==> src/rtl/text_ram_grid_if.sv <==
// Command/read bus for the text-layer character grid.
// The game logic holds the master side; the grid RAM is the slave.
interface text_ram_grid_if #(
    parameter int X_W    = 5,
    parameter int Y_W    = 5,
    parameter int CODE_W = 7
);
    logic [Y_W+X_W-1:0] char_yx;
    logic [CODE_W-1:0]  char_code;
    logic               wr_en;
    logic [Y_W+X_W-1:0] wr_yx;
    logic [CODE_W-1:0]  wr_code;
    logic               clr_req;
    logic               num_req;
    logic [Y_W+X_W-1:0] num_yx;
    logic [9:0]         num_val;
    logic               busy;

    modport master (
        output char_yx, wr_en, wr_yx, wr_code, clr_req, num_req, num_yx, num_val,
        input  char_code, busy
    );

    modport slave (
        input  char_yx, wr_en, wr_yx, wr_code, clr_req, num_req, num_yx, num_val,
        output char_code, busy
    );
endinterface

==> src/rtl/text_ram_grid.sv <==
// Writable character-code grid for the text layer: single-cell writes, a full clear
// sweep and a 3-digit decimal writer, with a registered read port toward the font ROM.
//
// state   | meaning
// IDLE    | accept clr_req > num_req > wr_en
// CLEAR   | write BLANK to one cell per cycle, x fastest
// HUND    | subtract 100 per cycle, counting hundreds
// TENS    | subtract 10 per cycle, counting tens
// WRITE   | write hundreds, tens, units digit cells
module text_ram_grid #(
    parameter int COLS   = 17,
    parameter int ROWS   = 4,
    parameter int X_W    = 5,
    parameter int Y_W    = 5,
    parameter int CODE_W = 7,
    parameter int BLANK  = 0
) (
    input  logic           clk,
    input  logic           rst,
    text_ram_grid_if.slave bus
);
    localparam int DEPTH = ROWS * COLS;
    localparam int AW    = $clog2(DEPTH);
    localparam logic [CODE_W-1:0] BLANK_C = CODE_W'(BLANK);
    localparam logic [CODE_W-1:0] ZERO_C  = CODE_W'(48);

    typedef enum logic [2:0] {S_IDLE, S_CLEAR, S_HUND, S_TENS, S_WRITE} state_t;

    state_t             state_q;
    logic               busy_q;
    logic [Y_W-1:0]     cy_q;
    logic [X_W-1:0]     cx_q;
    logic [Y_W-1:0]     ny_q;
    logic [X_W-1:0]     nx_q;
    logic [9:0]         v_q;
    logic [3:0]         h_q;
    logic [3:0]         t_q;
    logic [1:0]         dig_q;
    logic [CODE_W-1:0]  char_code_q;
    logic [CODE_W-1:0]  mem_q [DEPTH];

    logic               mem_we;
    logic [Y_W-1:0]     mem_wy;
    logic [X_W:0]       mem_wx;
    logic [CODE_W-1:0]  mem_wdata;

    logic [Y_W-1:0]     rd_y;
    logic [X_W-1:0]     rd_x;

    // Column is carried at X_W+1 bits so x+k never wraps back into a valid column.
    function automatic logic in_range(input logic [Y_W-1:0] y, input logic [X_W:0] x);
        return (int'(y) < ROWS) && (int'(x) < COLS);
    endfunction

    function automatic logic [AW-1:0] cell_idx(input logic [Y_W-1:0] y, input logic [X_W:0] x);
        return AW'(y) * AW'(COLS) + AW'(x);
    endfunction

    assign rd_y = bus.char_yx[Y_W+X_W-1:X_W];
    assign rd_x = bus.char_yx[X_W-1:0];

    always_ff @(posedge clk) begin
        if (rst) begin
            char_code_q <= BLANK_C;
        end else if (in_range(rd_y, {1'b0, rd_x})) begin
            char_code_q <= mem_q[cell_idx(rd_y, {1'b0, rd_x})];
        end else begin
            char_code_q <= BLANK_C;
        end
    end

    always_comb begin
        mem_we    = 1'b0;
        mem_wy    = cy_q;
        mem_wx    = {1'b0, cx_q};
        mem_wdata = BLANK_C;
        case (state_q)
            S_IDLE: begin
                mem_wy    = bus.wr_yx[Y_W+X_W-1:X_W];
                mem_wx    = {1'b0, bus.wr_yx[X_W-1:0]};
                mem_wdata = bus.wr_code;
                mem_we    = bus.wr_en && !bus.clr_req && !bus.num_req;
            end
            S_CLEAR: begin
                mem_we = 1'b1;
            end
            S_WRITE: begin
                mem_wy = ny_q;
                mem_wx = {1'b0, nx_q} + (X_W+1)'(dig_q);
                mem_we = 1'b1;
                case (dig_q)
                    2'd0:    mem_wdata = (h_q == 4'd0) ? BLANK_C : ZERO_C + CODE_W'(h_q);
                    2'd1:    mem_wdata = (h_q == 4'd0 && t_q == 4'd0) ? BLANK_C
                                                                      : ZERO_C + CODE_W'(t_q);
                    default: mem_wdata = ZERO_C + CODE_W'(v_q[3:0]);
                endcase
            end
            default: ;
        endcase
        if (rst || !in_range(mem_wy, mem_wx)) begin
            mem_we = 1'b0;
        end
    end

    always_ff @(posedge clk) begin
        if (mem_we) begin
            mem_q[cell_idx(mem_wy, mem_wx)] <= mem_wdata;
        end
    end

    always_ff @(posedge clk) begin
        if (rst) begin
            state_q <= S_CLEAR;
            busy_q  <= 1'b1;
            cy_q    <= '0;
            cx_q    <= '0;
            ny_q    <= '0;
            nx_q    <= '0;
            v_q     <= '0;
            h_q     <= '0;
            t_q     <= '0;
            dig_q   <= '0;
        end else begin
            case (state_q)
                S_IDLE: begin
                    if (bus.clr_req) begin
                        state_q <= S_CLEAR;
                        busy_q  <= 1'b1;
                        cy_q    <= '0;
                        cx_q    <= '0;
                    end else if (bus.num_req) begin
                        state_q <= S_HUND;
                        busy_q  <= 1'b1;
                        v_q     <= (bus.num_val >= 10'd1000) ? 10'd999 : bus.num_val;
                        ny_q    <= bus.num_yx[Y_W+X_W-1:X_W];
                        nx_q    <= bus.num_yx[X_W-1:0];
                        h_q     <= '0;
                        t_q     <= '0;
                    end
                end
                S_CLEAR: begin
                    if (cx_q == X_W'(COLS - 1)) begin
                        cx_q <= '0;
                        if (cy_q == Y_W'(ROWS - 1)) begin
                            cy_q    <= '0;
                            state_q <= S_IDLE;
                            busy_q  <= 1'b0;
                        end else begin
                            cy_q <= cy_q + 1'b1;
                        end
                    end else begin
                        cx_q <= cx_q + 1'b1;
                    end
                end
                S_HUND: begin
                    if (v_q >= 10'd100) begin
                        v_q <= v_q - 10'd100;
                        h_q <= h_q + 1'b1;
                    end else begin
                        state_q <= S_TENS;
                    end
                end
                S_TENS: begin
                    if (v_q >= 10'd10) begin
                        v_q <= v_q - 10'd10;
                        t_q <= t_q + 1'b1;
                    end else begin
                        state_q <= S_WRITE;
                        dig_q   <= '0;
                    end
                end
                S_WRITE: begin
                    if (dig_q == 2'd2) begin
                        state_q <= S_IDLE;
                        busy_q  <= 1'b0;
                        dig_q   <= '0;
                    end else begin
                        dig_q <= dig_q + 1'b1;
                    end
                end
                default: begin
                    state_q <= S_IDLE;
                    busy_q  <= 1'b0;
                end
            endcase
        end
    end

    assign bus.char_code = char_code_q;
    assign bus.busy      = busy_q;
endmodule

==> src/flat_wrapper.sv <==
// flat-port wrapper written by rule: the top's interface ports become plain ports
module text_ram_grid_flat 
#(
    parameter int COLS   = 17,
    parameter int ROWS   = 4,
    parameter int X_W    = 5,
    parameter int Y_W    = 5,
    parameter int CODE_W = 7,
    parameter int BLANK  = 0
)
  (clk, rst, bus_char_yx, bus_wr_en, bus_wr_yx, bus_wr_code, bus_clr_req, bus_num_req, bus_num_yx, bus_num_val, bus_char_code, bus_busy);
  text_ram_grid_if #(.X_W(X_W), .Y_W(Y_W), .CODE_W(CODE_W)) bus_i ();
  input  logic clk;
  input  logic rst;
  input wire logic [$bits(bus_i.char_yx)-1:0] bus_char_yx;
  input wire logic [$bits(bus_i.wr_en)-1:0] bus_wr_en;
  input wire logic [$bits(bus_i.wr_yx)-1:0] bus_wr_yx;
  input wire logic [$bits(bus_i.wr_code)-1:0] bus_wr_code;
  input wire logic [$bits(bus_i.clr_req)-1:0] bus_clr_req;
  input wire logic [$bits(bus_i.num_req)-1:0] bus_num_req;
  input wire logic [$bits(bus_i.num_yx)-1:0] bus_num_yx;
  input wire logic [$bits(bus_i.num_val)-1:0] bus_num_val;
  output wire logic [$bits(bus_i.char_code)-1:0] bus_char_code;
  output wire logic [$bits(bus_i.busy)-1:0] bus_busy;
  assign bus_i.char_yx = bus_char_yx;
  assign bus_i.wr_en = bus_wr_en;
  assign bus_i.wr_yx = bus_wr_yx;
  assign bus_i.wr_code = bus_wr_code;
  assign bus_i.clr_req = bus_clr_req;
  assign bus_i.num_req = bus_num_req;
  assign bus_i.num_yx = bus_num_yx;
  assign bus_i.num_val = bus_num_val;
  assign bus_char_code = bus_i.char_code;
  assign bus_busy = bus_i.busy;
  text_ram_grid #(.COLS(COLS), .ROWS(ROWS), .X_W(X_W), .Y_W(Y_W), .CODE_W(CODE_W), .BLANK(BLANK)) u_core (.clk(clk), .rst(rst), .bus(bus_i));
endmodule
==> config.mk <==
export PLATFORM = sky130hd
export DESIGN_NAME = text_ram_grid_flat
export DESIGN_NICKNAME = d
export VERILOG_FILES = /design/src/rtl/text_ram_grid_if.sv /design/src/rtl/text_ram_grid.sv /design/src/flat_wrapper.sv
export SDC_FILE = /design/constraint.sdc
export NUM_CORES = 1
export LEC_CHECK = 0
export ABC_CLOCK_PERIOD_IN_PS = 7000
export CAP_MARGIN = 20
export CORE_MARGIN = 2
export CORE_UTILIZATION = 40
export DETAILED_ROUTE_END_ITERATION = 16
export SETUP_SLACK_MARGIN = 0.02
export SKIP_LAST_GASP = 1
export SLEW_MARGIN = 15
export SYNTH_ARGS = -nofsm -noshare
export SYNTH_HDL_FRONTEND = slang
export SYNTH_SLANG_ARGS = --single-unit
==> constraint.sdc <==
create_clock -name clk -period 7 [get_ports clk]
set_input_delay 1.75 -clock clk [delete_from_list [all_inputs] [get_ports clk]]
set_output_delay 1.75 -clock clk [all_outputs]
set_load 0.02 [all_outputs]
==> out/qor.log <==
INFO  outcome        run_status=finished, final reports clean
INFO  final_layout   fillCellCount=4,787
INFO  global_route   grt_first_pass_wirelength=84,000µm
INFO  power_and_ir_drop share_comb_of_total_power=11.2%
INFO  clock_network  cts_made_buffers=55
INFO  route          route.detailed.vias_per_inst=5.63
INFO  floorplan      initial_utilization=40.3%
INFO  placement      place.detailed.hpwl=35,500µm
INFO  critical_path  critical_path_required=7250ps
INFO  timing         rsz0062_at_grt=false
INFO  synthesis      ys_seq_elements=527
INFO  timing         final_period_minus_worst_setup_slack=5760ps
INFO  critical_path  critPathTopFamily=simple AND/OR/NAND/NOR gates
INFO  critical_path  worst_r2r_startpoint=u_core.dig_q[1]$_SDFFE_PP0P_
INFO  synthesis      synth.area.top_cells=sky130_fd_sc_hd__edfxtp_1 (63%), sky130_fd_sc_hd__mux4_2 (9.8%), sky130_fd_sc_hd__dfxtp_1 (4.5%)
INFO  placement      final_replace_weighted_congestion=0.819
INFO  power_and_ir_drop p_clk_share=40.0%
INFO  power_and_ir_drop ir_drop=0.000179V
INFO  clock_network  clock_latency=630ps
INFO  critical_path  critPathMostFrequentCell=sky130_fd_sc_hd__ha_1
INFO  timing         timing_max_transition_violations_final=0
INFO  synthesis      yosysSeqAreaShare=67.9%
INFO  route          detail-route-antenna-nets=0
INFO  synthesis      syn_avg_cell_area=16.3µm²
INFO  timing         final.setup_skew=26.7ps
INFO  route          drt_pre_antenna_iters=5
INFO  clock_network  cts-resized-gates=0
INFO  timing         finalHoldWorstSlack=469ps
INFO  clock_network  path_clk_slew=60ps
INFO  placement      placement.io_buffers=59
INFO  clock_network  cts_tree=done
INFO  synthesis      synth_cells=1,388
INFO  floorplan      core_area=56,100µm²
INFO  route          vias=12,700
INFO  run            drv_cap=0
INFO  timing         final.setup.tns=0ps
INFO  clock_network  cts-htree-levels=2
INFO  clock_network  cts_root_buffer=sky130_fd_sc_hd__clkbuf_16
INFO  synthesis      syn_area=22,600µm²
INFO  global_route   grt.total_usage=19.2%
INFO  floorplan      design.portCount=60
INFO  power_and_ir_drop swShare=23.7%
INFO  timing         report.final.hold_viol_count=0
INFO  synthesis      total_nets_after_synthesis=1,489
INFO  critical_path  endpoint_kind=flop
INFO  route          post_drt_wl_per_cell=24.7µm
INFO  worst_hold_path holdCritStartpoint=u_core.bus.busy$_SDFFE_PP1P_
INFO  critical_path  cp.buffers_inverters=1
INFO  synthesis      ys_warn_count=0
INFO  critical_path  ff_to_ff_setup_slack=1310ps
INFO  clock_network  cts.repair_timing.setup_buffer_count=0
INFO  timing         slew-limit-headroom=27.6%
INFO  synthesis      synth_top_cell_area_share=63.3%
INFO  global_route   first_global_vias=12,900
INFO  critical_path  arrival_time_reported_for_the_critical_path_endpoint=6010ps
INFO  clock_network  cts_hold_repair.buffers=0
INFO  floorplan      die_w=242µm
INFO  power_and_ir_drop static-leakage-power=8.05nW
INFO  synthesis      synth_enable_flop_cells=476
INFO  critical_path  worst-path-max-fanout=8
INFO  synthesis      asyncSetResetFlopFracSynth=0%
INFO  power_and_ir_drop internal_power_contribution=5.30mW
INFO  critical_path  slowest_delay=600ps
INFO  critical_path  path_cells=clkdlybuf4s50_1 -> nor2_1 -> a211oi_1 -> or2_2 -> ha_1 -> ha_1 -> ha_1 -> ha_1 -> a21o_1 -> a21oi_1 -> xnor3_1 -> nor2_1 -> nand2_1 -> nor2_1
INFO  power_and_ir_drop net_switching_power=1.65mW
INFO  final_layout   drive_above_1_share=16.0%
INFO  global_route   grt_max_degree=69
INFO  final_layout   antenna_cells_inserted=0
INFO  timing         highest_clock_rate=0.174GHz
INFO  power_and_ir_drop total_power_consumption_of_the_routed_design=6.96mW
INFO  power_and_ir_drop power.density_cell_area=269nW/µm²
INFO  timing         setup_viol=0
INFO  floorplan      die_height=242µm
INFO  final_layout   post_layout_nonfiller_instances=2,262
INFO  floorplan      rows=87
INFO  final_layout   final_net_count=1,565
INFO  critical_path  setup.worst_path.start_class=input port
INFO  global_route   number_of_antenna_violations_at_the_first_check_in_global_routing=0
INFO  timing         tightest_pin_transition=1080ps
INFO  floorplan      die_area=58,300µm²
INFO  placement      placed_cells=2,163
INFO  route          remaining_drc_errors=0
INFO  critical_path  worstSetupStartpoint=bus_wr_yx[4]
INFO  synthesis      postSynth.topFlopCell=sky130_fd_sc_hd__edfxtp_1
INFO  synthesis      biggest_area_consumer_among_synthesized_cells=sky130_fd_sc_hd__edfxtp_1
INFO  worst_hold_path class_of_the_most_critical_hold_timing_path=flop to flop
INFO  route          wirelength=56,000µm
INFO  clock_network  clock_sink_count=527
INFO  timing         timing.final.crit_share=82.3%
INFO  clock_network  clockBufferDepth=3
INFO  power_and_ir_drop power.sequential.fraction=48.8%
INFO  final_layout   area_growth=14.5%
INFO  route          detailedRoute.firstIterationViolations=1,418
INFO  global_route   final_global_route_overflow_total=0
INFO  synthesis      netlist-cell-type-count=77
INFO  critical_path  critical_path_class=input port to flop
INFO  critical_path  critical_path.slowest_cell=sky130_fd_sc_hd__nor2_1
-- worst paths after layout --
check,endpoint,depth (start not counted)
setup / recovery,u_core.mem_q[52][3]$_DFFE_PP_,14
setup reg to reg,u_core.mem_q[52][3]$_DFFE_PP_,16
hold / removal,u_core.bus.busy$_SDFFE_PP1P_,1
hold reg to reg,u_core.bus.busy$_SDFFE_PP1P_,1
-- synthesized netlist by cell type (6+ instances only) --
library cell               number
sky130_fd_sc_hd__edfxtp_1     476
sky130_fd_sc_hd__nor2_1       121
sky130_fd_sc_hd__mux4_2        98
sky130_fd_sc_hd__nand2_1       73
sky130_fd_sc_hd__mux2i_1       58
sky130_fd_sc_hd__dfxtp_1       51
sky130_fd_sc_hd__a21oi_1       46
sky130_fd_sc_hd__ha_1          44
sky130_fd_sc_hd__o21ai_0       38
sky130_fd_sc_hd__clkbuf_1      35
sky130_fd_sc_hd__buf_2         27
sky130_fd_sc_hd__inv_1         27
sky130_fd_sc_hd__a22oi_1       25
sky130_fd_sc_hd__nor3_1        24
sky130_fd_sc_hd__nand3_1       20
sky130_fd_sc_hd__nor2b_1       17
sky130_fd_sc_hd__xor2_1        14
sky130_fd_sc_hd__a211oi_1      12
sky130_fd_sc_hd__a21o_1        11
sky130_fd_sc_hd__nand2b_1       9
sky130_fd_sc_hd__o22ai_1        9
sky130_fd_sc_hd__a211o_1        8
sky130_fd_sc_hd__a221oi_1       8
sky130_fd_sc_hd__a22o_1         8
sky130_fd_sc_hd__a31oi_1        8
sky130_fd_sc_hd__xnor2_1        8
sky130_fd_sc_hd__nand4_1        7
sky130_fd_sc_hd__mux2_2         6
-- layer usage --
| metal | track usage, % | wire length [µm] |
|---|---|---|
| met5 | 0 | 0 |
| met4 | 6.12 | 1610 |
| met3 | 3.87 | 3770 |
| met2 | 30.4 | 26300 |
| met1 | 26.8 | 24300 |
-- stage by stage --
step | instance area [µm²] | setup slack, ps | util (%)
2_1_floorplan | 22600 | 1790 | -
3_3_place_gp | 24100 | 649 | 43.0
3_5_place_dp | 24100 | 615 | 43.0
4_1_cts | 25800 | 1260 | 46.1
5_1_grt | 25800 | 930 | 46.1
6_report | 25800 | 1240 | 46.1
-- kinds of logic after synthesis --
family | Yosys count | synth area share, %
simple gates | 311 | 6.95
mux | 163 | 12.8
flops | 527 | 67.9
compound gates | 217 | 6.70
fa+ha+maj | 49 | 2.88
xor+xnor | 23 | 0.954
buf+inv | 98 | 1.91
-- power groups by stage --
stage	clock [mW]	sequential (mW)	combinational [mW]
CTS	2.83	3.40	0.775
finish	2.78	3.40	0.776
global route	2.96	3.39	0.824
global placement	0	3.46	0.765
detailed placement	0	3.46	0.772
floorplan	0	3.46	0.508
-- registers in the layout (all words and copies together) (netlist names) --
signal / count
u_core.cx_q: 5
u_core.nx_q: 5
u_core.h_q: 4
u_core.v_q: 10
u_core.cy_q: 5
u_core.t_q: 4
u_core.bus.busy: 1
u_core.state_q: 3
u_core.dig_q: 2
u_core.ny_q: 5
u_core.bus.char_code: 7
u_core.mem_q: 476
-- cells in the final DEF (no fill, tap or decap), types with 9 or more instances in the layout --
| master | Yosys | routed |
|---|---|---|
| sky130_fd_sc_hd__edfxtp_1 | 476 | 476 |
| sky130_fd_sc_hd__nor2_1 | 121 | 121 |
| sky130_fd_sc_hd__mux4_2 | 98 | 98 |
| sky130_fd_sc_hd__nand2_1 | 73 | 73 |
| sky130_fd_sc_hd__clkdlybuf4s50_1 | 0 | 59 |
| sky130_fd_sc_hd__mux2i_1 | 58 | 58 |
| sky130_fd_sc_hd__clkbuf_16 | 0 | 56 |
| sky130_fd_sc_hd__dfxtp_1 | 51 | 51 |
| sky130_fd_sc_hd__a21oi_1 | 46 | 46 |
| sky130_fd_sc_hd__ha_1 | 44 | 41 |
| sky130_fd_sc_hd__o21ai_0 | 38 | 34 |
| sky130_fd_sc_hd__buf_4 | 2 | 29 |
| sky130_fd_sc_hd__inv_1 | 27 | 27 |
| sky130_fd_sc_hd__a22oi_1 | 25 | 25 |
| sky130_fd_sc_hd__nor3_1 | 24 | 24 |
| sky130_fd_sc_hd__nand3_1 | 20 | 20 |
| sky130_fd_sc_hd__nor2b_1 | 17 | 17 |
| sky130_fd_sc_hd__clkbuf_1 | 35 | 16 |
| sky130_fd_sc_hd__xor2_1 | 14 | 14 |
| sky130_fd_sc_hd__a211oi_1 | 12 | 12 |
| sky130_fd_sc_hd__a21o_1 | 11 | 9 |
| sky130_fd_sc_hd__nand2b_1 | 9 | 9 |
| sky130_fd_sc_hd__clkinv_1 | 1 | 9 |
| sky130_fd_sc_hd__o22ai_1 | 9 | 9 |
-- area by class of cell --
type / instances / area, µm² / share of cell area [%]
repair buffers: 89 / 828 / 3.21
inverters: 28 / 105 / 0.407
well taps: 756 / 946 / 3.66
flip-flops and latches: 527 / 15300 / 59.3
multi-input cells: 763 / 6920 / 26.8
clock buffers: 76 / 1520 / 5.87
clock inverters: 23 / 204 / 0.789
(Power assumes the default switching activity.)
